<file path="config.mk">
export PLATFORM = sky130hd
export DESIGN_NAME = regfile_sequencer_flat
export DESIGN_NICKNAME = d
export VERILOG_FILES = /design/src/rtl/regfile_sequencer_if.sv /design/src/rtl/regfile_sequencer.sv /design/src/flat_wrapper.sv
export SDC_FILE = /design/constraint.sdc
export NUM_CORES = 1
export LEC_CHECK = 0
export CORE_UTILIZATION = 49
export DETAILED_ROUTE_END_ITERATION = 10
export HOLD_SLACK_MARGIN = 0.02
export PLACE_DENSITY_LB_ADDON = 0.3
export SETUP_SLACK_MARGIN = 0.15
export SLEW_MARGIN = 40
export SYNTH_ARGS = -nofsm -noshare
export SYNTH_HDL_FRONTEND = slang
export SYNTH_SLANG_ARGS = --single-unit
</file>
<file path="constraint.sdc">
create_clock -name clk -period 4.9 [get_ports clk]
set_clock_uncertainty 0.2 [all_clocks]
set_input_delay 0.98 -clock clk [delete_from_list [all_inputs] [get_ports clk]]
set_output_delay 0.98 -clock clk [all_outputs]
set_load 0.05 [all_outputs]
</file>
<file path="src/rtl/regfile_sequencer_if.sv">
// regfile_sequencer_if: instruction handshake and register-file port bundle for the sequencer
interface regfile_sequencer_if #(
  parameter int DATA_W = 16,
  parameter int ADDR_W = 5
);
  logic              in_valid;
  logic              in_ready;
  logic [2:0]        in_op;
  logic [ADDR_W-1:0] in_rd;
  logic [ADDR_W-1:0] in_rs;
  logic [ADDR_W-1:0] in_rt;
  logic [DATA_W-1:0] in_imm;
  logic [ADDR_W-1:0] rf_ra;
  logic [ADDR_W-1:0] rf_rb;
  logic [ADDR_W-1:0] rf_rw;
  logic              rf_wren;
  logic [DATA_W-1:0] rf_busw;
  logic [DATA_W-1:0] rf_busa;
  logic [DATA_W-1:0] rf_busb;
  logic              done;
  logic [DATA_W-1:0] result;
  logic              flag_z;
  logic              flag_c;
  modport master (
    input  in_valid, in_op, in_rd, in_rs, in_rt, in_imm, rf_busa, rf_busb,
    output in_ready, rf_ra, rf_rb, rf_rw, rf_wren, rf_busw, done, result, flag_z, flag_c
  );
  modport slave (
    output in_valid, in_op, in_rd, in_rs, in_rt, in_imm, rf_busa, rf_busb,
    input  in_ready, rf_ra, rf_rb, rf_rw, rf_wren, rf_busw, done, result, flag_z, flag_c
  );
endinterface

</file>
<file path="src/rtl/regfile_sequencer.sv">
// regfile_sequencer: one-at-a-time three-address instruction sequencer for a registered-read register file
module regfile_sequencer #(
  parameter int DATA_W = 16,
  parameter int ADDR_W = 5
) (
  input logic clk,
  input logic rst,
  regfile_sequencer_if.master bus
);
  typedef enum logic [1:0] {IDLE, READ, EXEC} state_t;
  localparam logic [2:0] OP_ADD = 3'd0, OP_SUB = 3'd1, OP_AND = 3'd2, OP_OR = 3'd3;
  localparam logic [2:0] OP_XOR = 3'd4, OP_SLL = 3'd5, OP_SRL = 3'd6, OP_LI = 3'd7;
  state_t state, state_nxt;
  logic fire, exec, carry, flag_z, flag_c, done;
  logic [2:0] op;
  logic [ADDR_W-1:0] rd, rs, rt, rw;
  logic [DATA_W-1:0] imm, alu, result;
  logic [DATA_W:0] sum, dif;
  assign fire = bus.in_valid && state == IDLE;
  assign exec = state == EXEC;
  always_ff @(posedge clk or negedge rst)
    if (!rst) state <= IDLE;
    else state <= state_nxt;
  always_comb
    state_nxt = state == IDLE ? (fire ? (bus.in_op == OP_LI ? EXEC : READ) : IDLE) :
                state == READ ? EXEC : IDLE;
  // write port is live only in EXEC; otherwise it shows the last write
  always_comb begin
    bus.in_ready = state == IDLE;
    bus.rf_wren  = exec;
    bus.rf_ra    = rs;
    bus.rf_rb    = rt;
    bus.rf_rw    = exec ? rd : rw;
    bus.rf_busw  = exec ? alu : result;
    bus.done     = done;
    bus.result   = result;
    bus.flag_z   = flag_z;
    bus.flag_c   = flag_c;
  end
  always_ff @(posedge clk or negedge rst)
    if (!rst) begin
      op  <= '0;
      rd  <= '0;
      rs  <= '0;
      rt  <= '0;
      imm <= '0;
    end else if (fire) begin
      op  <= bus.in_op;
      rd  <= bus.in_rd;
      rs  <= bus.in_rs;
      rt  <= bus.in_rt;
      imm <= bus.in_imm;
    end
  assign sum = {1'b0, bus.rf_busa} + {1'b0, bus.rf_busb};
  assign dif = {1'b0, bus.rf_busa} - {1'b0, bus.rf_busb};
  always_comb begin
    alu = imm;
    case (op)
      OP_ADD: alu = sum[DATA_W-1:0];
      OP_SUB: alu = dif[DATA_W-1:0];
      OP_AND: alu = bus.rf_busa & bus.rf_busb;
      OP_OR:  alu = bus.rf_busa | bus.rf_busb;
      OP_XOR: alu = bus.rf_busa ^ bus.rf_busb;
      OP_SLL: alu = bus.rf_busa << bus.rf_busb[3:0];
      OP_SRL: alu = bus.rf_busa >> bus.rf_busb[3:0];
      default: alu = imm;
    endcase
  end
  // the extra sum bit is carry for ADD and borrow for SUB
  assign carry = op == OP_ADD ? sum[DATA_W] : op == OP_SUB ? dif[DATA_W] : 1'b0;
  always_ff @(posedge clk or negedge rst)
    if (!rst) begin
      done   <= 1'b0;
      rw     <= '0;
      result <= '0;
      flag_z <= 1'b0;
      flag_c <= 1'b0;
    end else begin
      done <= exec;
      if (exec) begin
        rw     <= rd;
        result <= alu;
        flag_z <= alu == '0;
        flag_c <= carry;
      end
    end
endmodule

</file>
<file path="src/flat_wrapper.sv">
// flat-port wrapper written by rule: the top's interface ports become plain ports
module regfile_sequencer_flat 
#(
  parameter int DATA_W = 16,
  parameter int ADDR_W = 5
)
  (clk, rst, bus_in_valid, bus_in_op, bus_in_rd, bus_in_rs, bus_in_rt, bus_in_imm, bus_rf_busa, bus_rf_busb, bus_in_ready, bus_rf_ra, bus_rf_rb, bus_rf_rw, bus_rf_wren, bus_rf_busw, bus_done, bus_result, bus_flag_z, bus_flag_c);
  regfile_sequencer_if #(.DATA_W(DATA_W), .ADDR_W(ADDR_W)) bus_i ();
  input logic clk;
  input logic rst;
  input wire logic [$bits(bus_i.in_valid)-1:0] bus_in_valid;
  input wire logic [$bits(bus_i.in_op)-1:0] bus_in_op;
  input wire logic [$bits(bus_i.in_rd)-1:0] bus_in_rd;
  input wire logic [$bits(bus_i.in_rs)-1:0] bus_in_rs;
  input wire logic [$bits(bus_i.in_rt)-1:0] bus_in_rt;
  input wire logic [$bits(bus_i.in_imm)-1:0] bus_in_imm;
  input wire logic [$bits(bus_i.rf_busa)-1:0] bus_rf_busa;
  input wire logic [$bits(bus_i.rf_busb)-1:0] bus_rf_busb;
  output wire logic [$bits(bus_i.in_ready)-1:0] bus_in_ready;
  output wire logic [$bits(bus_i.rf_ra)-1:0] bus_rf_ra;
  output wire logic [$bits(bus_i.rf_rb)-1:0] bus_rf_rb;
  output wire logic [$bits(bus_i.rf_rw)-1:0] bus_rf_rw;
  output wire logic [$bits(bus_i.rf_wren)-1:0] bus_rf_wren;
  output wire logic [$bits(bus_i.rf_busw)-1:0] bus_rf_busw;
  output wire logic [$bits(bus_i.done)-1:0] bus_done;
  output wire logic [$bits(bus_i.result)-1:0] bus_result;
  output wire logic [$bits(bus_i.flag_z)-1:0] bus_flag_z;
  output wire logic [$bits(bus_i.flag_c)-1:0] bus_flag_c;
  assign bus_i.in_valid = bus_in_valid;
  assign bus_i.in_op = bus_in_op;
  assign bus_i.in_rd = bus_in_rd;
  assign bus_i.in_rs = bus_in_rs;
  assign bus_i.in_rt = bus_in_rt;
  assign bus_i.in_imm = bus_in_imm;
  assign bus_i.rf_busa = bus_rf_busa;
  assign bus_i.rf_busb = bus_rf_busb;
  assign bus_in_ready = bus_i.in_ready;
  assign bus_rf_ra = bus_i.rf_ra;
  assign bus_rf_rb = bus_i.rf_rb;
  assign bus_rf_rw = bus_i.rf_rw;
  assign bus_rf_wren = bus_i.rf_wren;
  assign bus_rf_busw = bus_i.rf_busw;
  assign bus_done = bus_i.done;
  assign bus_result = bus_i.result;
  assign bus_flag_z = bus_i.flag_z;
  assign bus_flag_c = bus_i.flag_c;
  regfile_sequencer #(.DATA_W(DATA_W), .ADDR_W(ADDR_W)) u_core (.clk(clk), .rst(rst), .bus(bus_i));
endmodule
</file>
==> flow_summary.json <==
{
  "cp_max_fo": 3,
  "avgRoutedWirePerCell_um": 22.4,
  "ys_seq_elements": 60,
  "io_buffer_count": 120,
  "layout_commonest_cell": "buf_4",
  "clkPwrFrac_pct": 14.4,
  "r2r-start": "u_core.op[1]",
  "drv_cap": 0,
  "combPwrFrac_pct": 66.3,
  "cts_buffers": 9,
  "area_delta_synth_final_pct": 53.8,
  "share_seq_of_total_power_pct": 19.3,
  "core_sq_mm": 0.0127,
  "clkTransAtPathRegs_ns": 0.05,
  "setup.worst_path.start": "bus_rf_busa[1]",
  "h-tree-depth": 3,
  "most-common-layout-cells": "176 x buf_4, 78 x nand2_1, 77 x clkdlybuf4s50_1",
  "critPathCapture": "bus_rf_busw[12]",
  "fmax_mhz": 209,
  "dieArea_sq_mm": 0.0136,
  "critPathKind": "input port to primary output",
  "cts-root-buf": "clkbuf_16",
  "synthAdderAreaFrac_pct": 10.7,
  "dp.final_hpwl_um": 18900,
  "hold_path.class": "flip-flop to flip-flop",
  "grt_max_degree": 61,
  "wl_um": 26700,
  "ys_warn_count": 0,
  "synthSimpleGateAreaFrac_pct": 18.1,
  "synthDistinctLibCells": 79,
  "worstHoldStart": "u_core.state[1]",
  "finalCritPeriodShare_pct": 97.7,
  "cts_tree": "done",
  "place_congestion": 0.999,
  "ys_seq_area_share_pct": 23.4,
  "relSlewSlack_pct": 44.0,
  "start_kind": "input port",
  "fin_area_sq_mm": 0.00989,
  "syn_nets": 878,
  "dp_cells": 1154,
  "async_reset_ff_share_pct": 100,
  "final_cells": 1190,
  "drive_above_1_share_pct": 37.5,
  "worstMarginPinSlew_ns": 0.839,
  "io_pins": 121,
  "synth_edf_count": 0,
  "drtIter0Drc": 806,
  "core.rowCount": 41,
  "cts_buffer_depth": 2,
  "internal-power_w": 0.00216,
  "grt_pass1_vias": 7254,
  "die_width_um": 117,
  "synth_xor_area_share_pct": 0.817,
  "synth_ff_type": "dfrtp_1",
  "clock_sinks": 60,
  "ant_nets": 0,
  "post_dp_cell_area_sq_mm": 0.00884,
  "peakVddDrop_mv": 0.543,
  "swShare_pct": 47.6,
  "overflow": 0,
  "min_period_ns": 4.79,
  "start_util_pct": 50.5,
  "nets": 1135,
  "num-fill-cells": 916,
  "drc_errors": 0,
  "p_leak_nw": 4.42,
  "drtPass1Iterations": 5,
  "avgSynthCellArea_sq_um": 8.51,
  "hold_slack_ns": 0.254,
  "crit_arrival_ns": 3.61,
  "cellPowerDensity_mw_per_mm2": 418,
  "p_switching_w": 0.00197,
  "fp.dieH_um": 117,
  "reg2reg_to": "u_core.bus.flag_z",
  "hold_violations": 0,
  "grt_pass1_wl_um": 39600,
  "synth_area_sq_mm": 0.00643,
  "outcome": "finished, final reports clean",
  "ff2ff_setup_slack_ns": 1.06,
  "rsz0062_at_grt": "yes",
  "place_ws_ns": -0.583,
  "antenna_found_initial": 1,
  "layout_setup_ws_ns": 0.111,
  "clk_latency_ns": 0.32,
  "r2r_cells": 10,
  "viasPerCell": 6.18,
  "vias": 7356,
  "synth_compound_gate_area_share_pct": 22.5,
  "track_usage_pct": 38.7,
  "synth.area.mux_share_pct": 17.9,
  "finalMaxSlewViolations": 0,
  "synthCells": 755,
  "synth_top_family_by_area": "compound AO/OA/AOI/OAI gates",
  "setup_viol": 0,
  "worstPathRequired_ns": 3.72,
  "crit_path_end_kind": "primary output"
}
-- power groups by stage --
stage	logic [W]	registers [W]	clock network [W]
after floorplan	0.00116	0.00106	0
after global placement	0.00241	0.000770	0
after detailed placement	0.00243	0.000784	0
after CTS	0.00258	0.000788	0.000595
after global routing	0.00285	0.000815	0.000621
final	0.00274	0.000800	0.000594
-- registers in the layout, summed over array words and instances (netlist names) --
signal	count
u_core.bus.rf_rb	5
u_core.state	2
u_core.bus.flag_c	1
u_core.bus.flag_z	1
u_core.bus.rf_ra	5
u_core.bus.result	16
u_core.imm	16
u_core.rd	5
u_core.rw	5
u_core.op	3
u_core.bus.done	1
-- cell usage after synthesis (4+ instances only) --
| master | instances | share of area (%) |
|---|---|---|
| a21o_1 | 9 | 1.1 |
| nor2_1 | 59 | 3.4 |
| nor2b_1 | 13 | 1.3 |
| clkbuf_1 | 29 | 1.7 |
| a32o_1 | 5 | 0.78 |
| mux2_1 | 5 | 0.88 |
| nor3b_1 | 4 | 0.47 |
| ha_1 | 52 | 10 |
| and3_1 | 7 | 0.68 |
| buf_2 | 14 | 1.1 |
| a31oi_1 | 10 | 0.97 |
| o21ai_0 | 36 | 2.8 |
| a21oi_1 | 49 | 3.8 |
| buf_6 | 4 | 0.70 |
| nor3_1 | 16 | 1.2 |
| nor4_1 | 4 | 0.39 |
| o211ai_1 | 5 | 0.58 |
| o32ai_1 | 7 | 0.95 |
| mux2_2 | 39 | 6.8 |
| mux2i_1 | 27 | 4.2 |
| or2_2 | 4 | 0.39 |
| o22ai_1 | 7 | 0.68 |
| mux4_2 | 14 | 4.9 |
| or3_1 | 6 | 0.58 |
| nand2b_1 | 16 | 1.6 |
| nand3_1 | 9 | 0.70 |
| buf_1 | 4 | 0.23 |
| inv_1 | 47 | 2.7 |
| nand2_1 | 78 | 4.6 |
| o21bai_1 | 4 | 0.47 |
| nand3b_1 | 4 | 0.47 |
| a211o_1 | 7 | 0.95 |
| and2_1 | 7 | 0.68 |
| dfrtp_1 | 60 | 23 |
| o221ai_1 | 6 | 0.82 |
| a221o_1 | 4 | 0.62 |
| a211oi_1 | 14 | 1.6 |
-- cell type report --
cell class	instances	area [sq um]	area share [%]
diodes	1	2.50	0.0253
clock buffers	15	278	2.81
clock inverters	1	5.00	0.0506
inverters	50	198	2.00
multi-input cells	594	5110	51.7
flip-flops and latches	60	1500	15.2
well taps	172	215	2.18
repair buffers	297	2580	26.1
-- cells by family (layout without fill, tap and decap cells) --
group,Yosys count,in the layout
AO/OA/AOI/OAI,207,207
XOR/XNOR,6,6
adder cells (fa/ha/maj),54,54
buffers and inverters,101,363
flip-flops,60,60
multiplexers,88,88
other,0,1
AND/OR/NAND/NOR,239,239
-- routing by layer --
layer  vias up  part of all wire, %  GRT usage (%)
met1      3529                   41           49.3
li1       3290                    -              -
met4         0                  3.8           16.1
met3        89                  9.1           9.13
met5         -                    0              0
met2       448                   46           62.9
-- timing repair --
action	in CTS	in global routing
gates resized for setup	144	45
setup buffers	10	8
pin swaps	25	23
gates cloned	0	1
setup endpoints to repair	16	13
hold buffers	0	0
-- worst min path at each step --
| stage | slack, ns | endpoint | cells past startpoint |
|---|---|---|---|
| after detailed placement | 0.25 | u_core.state[1] | 1 |
| after CTS | 0.25 | u_core.state[1] | 1 |
| after global placement | 0.24 | u_core.state[1] | 1 |
| after floorplan | 0.23 | u_core.state[1] | 1 |
| final | 0.25 | u_core.state[1] | 1 |
| after global routing | 0.29 | u_core.state[1] | 1 |
-- metrics by stage --
| stage | setup TNS, ns | util [%] | power (W) |
|---|---|---|---|
| 6_report | 0 | 77.7 | 0.00413 |
| 5_1_grt | 0 | 77.7 | 0.00429 |
| 4_1_cts | 0 | 75.2 | 0.00396 |
| 3_5_place_dp | -3.80 | 69.5 | 0.00321 |
| 3_3_place_gp | -3.10 | 69.5 | 0.00318 |
| 2_1_floorplan | 0 | - | 0.00221 |
-- worst max-delay path: stages --
cell and delay (ns):
clkdlybuf4s15_1 0.19, inv_1 0.08, buf_4 0.15, fa_2 0.36
nor2b_1 0.18, o21ai_2 0.11, a211oi_2 0.30, o22ai_2 0.14
buf_4 0.15, nand2_1 0.05, and3_4 0.19, o221ai_2 0.11
o21a_1 0.17, mux2_4 0.29, buf_12 0.15
Note: power is estimated with default switching activity, not from simulation.
==> edit, RTL diff (same settings) <==
Make the reset (`rst`) synchronous in 3 clocked blocks.
--- a/src/rtl/regfile_sequencer.sv
+++ b/src/rtl/regfile_sequencer.sv
@@ -19,5 +19,5 @@
   assign fire = bus.in_valid && state == IDLE;
   assign exec = state == EXEC;
-  always_ff @(posedge clk or negedge rst)
+  always_ff @(posedge clk)
     if (!rst) state <= IDLE;
     else state <= state_nxt;
@@ -38,5 +38,5 @@
     bus.flag_c   = flag_c;
   end
-  always_ff @(posedge clk or negedge rst)
+  always_ff @(posedge clk)
     if (!rst) begin
       op  <= '0;
@@ -69,5 +69,5 @@
   // the extra sum bit is carry for ADD and borrow for SUB
   assign carry = op == OP_ADD ? sum[DATA_W] : op == OP_SUB ? dif[DATA_W] : 1'b0;
-  always_ff @(posedge clk or negedge rst)
+  always_ff @(posedge clk)
     if (!rst) begin
       done   <= 1'b0;
Formal check against the unedited RTL: differs if rst is asserted again (counterexample within 4 cycles, from zero or initial values and one cycle with rst low); with rst held inactive, the same outputs for 10 cycles.
==> edit against the original RTL <==
- sequential cell count unchanged
- utilization decreased by 0.32 points
- worst hold slack better by 7.1 ps
- sequential share of layout area fell by 2.8 points
- worst setup slack got worse by 20 ps
- highest routed layer unchanged
- routed wire length is 4.8% lower
- synthesized area shrank 2.2%
- design area is 1.6% lower
Power is not compared: it rests on default switching activity, and its combinational part moved more than twofold at a synthesized area within 25%.
==> edit: results (changes against the original RTL) <==
- Number of global-route vias before repair: 7357 (was 7254)
- Nets@finish: 1230 (was 1135)
- Global routing usage summed across all routing layers: 37.9% (was 38.7%)
- Number of unique standard cell types used by synthesis: 69 (was 79)
- Reg2reg setup slack: 1040 ps (was 1060 ps)
- Via count: 7637 (was 7356)
- Synthesized area per cell: 7.19 um^2 (was 8.51 um^2)
- Worst setup path startpoint: bus_rf_busb[1] (was bus_rf_busa[1])
- Hold endpoint: u_core.bus.rf_rb[0] (was u_core.state[1])
- First-pass GRT wire length: 38500 um (was 39600 um)
- Status: completed (unchanged)
- Area overhead of the layout relative to synthesis: 54.7% (was 53.8%)
- Setup WS pre-CTS: -484 ps (was -583 ps)
- Cell with the largest stage delay on the worst path: a211oi_4 (was fa_2)
- Sequential share of the synthesized area: 19.1% (was 23.4%)
- Depth of the worst hold-timing path: 2 (was 1)
- CP peak stage delay: 320 ps (was 360 ps)
- Syn nets: 998 (was 878)
- Worst-case hold slack: 261 ps (was 254 ps)
- Routed met2 length: 11400 um (was 12300 um)
- Fraction of layout cells with a size suffix above 1: 29.6% (was 37.5%)
- Fraction of met3 tracks used by global routing: 9.17% (was 9.13%)
- Routed metal-1 wire length: 10400 um (was 10900 um)
- Reg-to-reg critical path startpoint: u_core.op[2] (was u_core.op[1])
- First-iteration detailed-routing DRC count: 738 (was 806)
- Asr flop ratio synth: 0% (was 100%)
- Detailed placer's ending HPWL: 18600 um (was 18900 um)
- Ranking of synthesized cells by area: dfxtp_1 19%, ha_1 10%, nand2_1 8.8%, a21boi_0 4.5%, o21ai_0 4.3% (was dfrtp_1 23%, ha_1 10%, mux2_2 6.8%, mux4_2 4.9%, nand2_1 4.6%)
- Fill cell count: 923 (was 916)
- Maximum number of pins on one net before global-route repair: 60 (was 61)
- Average wire length per cell after detail routing: 19.8 um (was 22.4 um)
- Met2 demand-to-capacity share in global routing: 59.9% (was 62.9%)
- Final antenna diode count: 0 (was 1)
- Hold Crit Start: u_core.bus.rf_rb[0] (was u_core.state[1])
- Synth top cells by count: 148 x nand2_1, 68 x nor2_1, 60 x dfxtp_1 (was 78 x nand2_1, 60 x dfrtp_1, 59 x nor2_1)
- Reg-to-reg critical path endpoint: u_core.bus.flag_z (unchanged)
- Number of antenna violations at the first check in global routing: 0 (was 1)
- Total cell area at the placement stage: 0.00874 mm^2 (was 0.00884 mm^2)
edit: cell types whose count changed after synthesis, moves of 8 or more:
cell | unedited run | this run
xnor2_1 | 3 | 11
mux2_2 | 39 | 23
o21ai_0 | 36 | 54
buf_2 | 14 | 3
and2_1 | 7 | 25
mux4_2 | 14 | 3
clkbuf_1 | 29 | 50
nor2_1 | 59 | 68
a21boi_0 | 2 | 38
nand2_1 | 78 | 148
o31ai_1 | 1 | 10
dfrtp_1 | 60 | 0
dfxtp_1 | 0 | 60
edit: final cells by class:
| class | instances | share of cell area, % |
|---|---|---|
| Tap cell | 172 | 2.21 |
| Inverter | 51 | 2.07 |
| Timing Repair Buffer | 284 | 26.3 |
| Clock buffer | 10 | 2.35 |
| Clock inverter | 6 | 0.669 |
| Multi-Input combinational cell | 701 | 54.0 |
| Sequential cell | 60 | 12.3 |
edit: how the worst max path moves through the flow:
stage,slack [ps],end
final,90,bus_rf_busw[11]
after global routing,-50,bus_rf_busw[12]
after CTS,100,bus_rf_busw[14]
after detailed placement,-480,bus_rf_busw[14]
after global placement,-450,bus_rf_busw[12]
after floorplan,6,bus_rf_busw[12]
edit: report_power, final:
| part | leakage (nW) | internal [W] | switching (W) |
|---|---|---|---|
| logic | 3.52 | 0.000496 | 0.000595 |
| clock network | 0.142 | 0.000393 | 0.000224 |
| registers | 0.490 | 0.000515 | 0.0000194 |
| total | 4.15 | 0.00140 | 0.000838 |
edit: cell families (layout without fill, tap and decap cells):
group	Yosys count	in the layout	synth area share, %
compound gates	259	259	28.2
xor+xnor	15	15	2.09
fa+ha+maj	54	54	11.0
buf+inv	114	351	6.98
flops	60	60	19.1
mux	50	50	9.01
simple gates	323	323	23.6
edit: timing repair:
action                     in CTS  in global routing
pin swaps                      27                 38
setup endpoints to repair      15                 12
gates resized for setup       113                 57
buffers inserted                7                  8
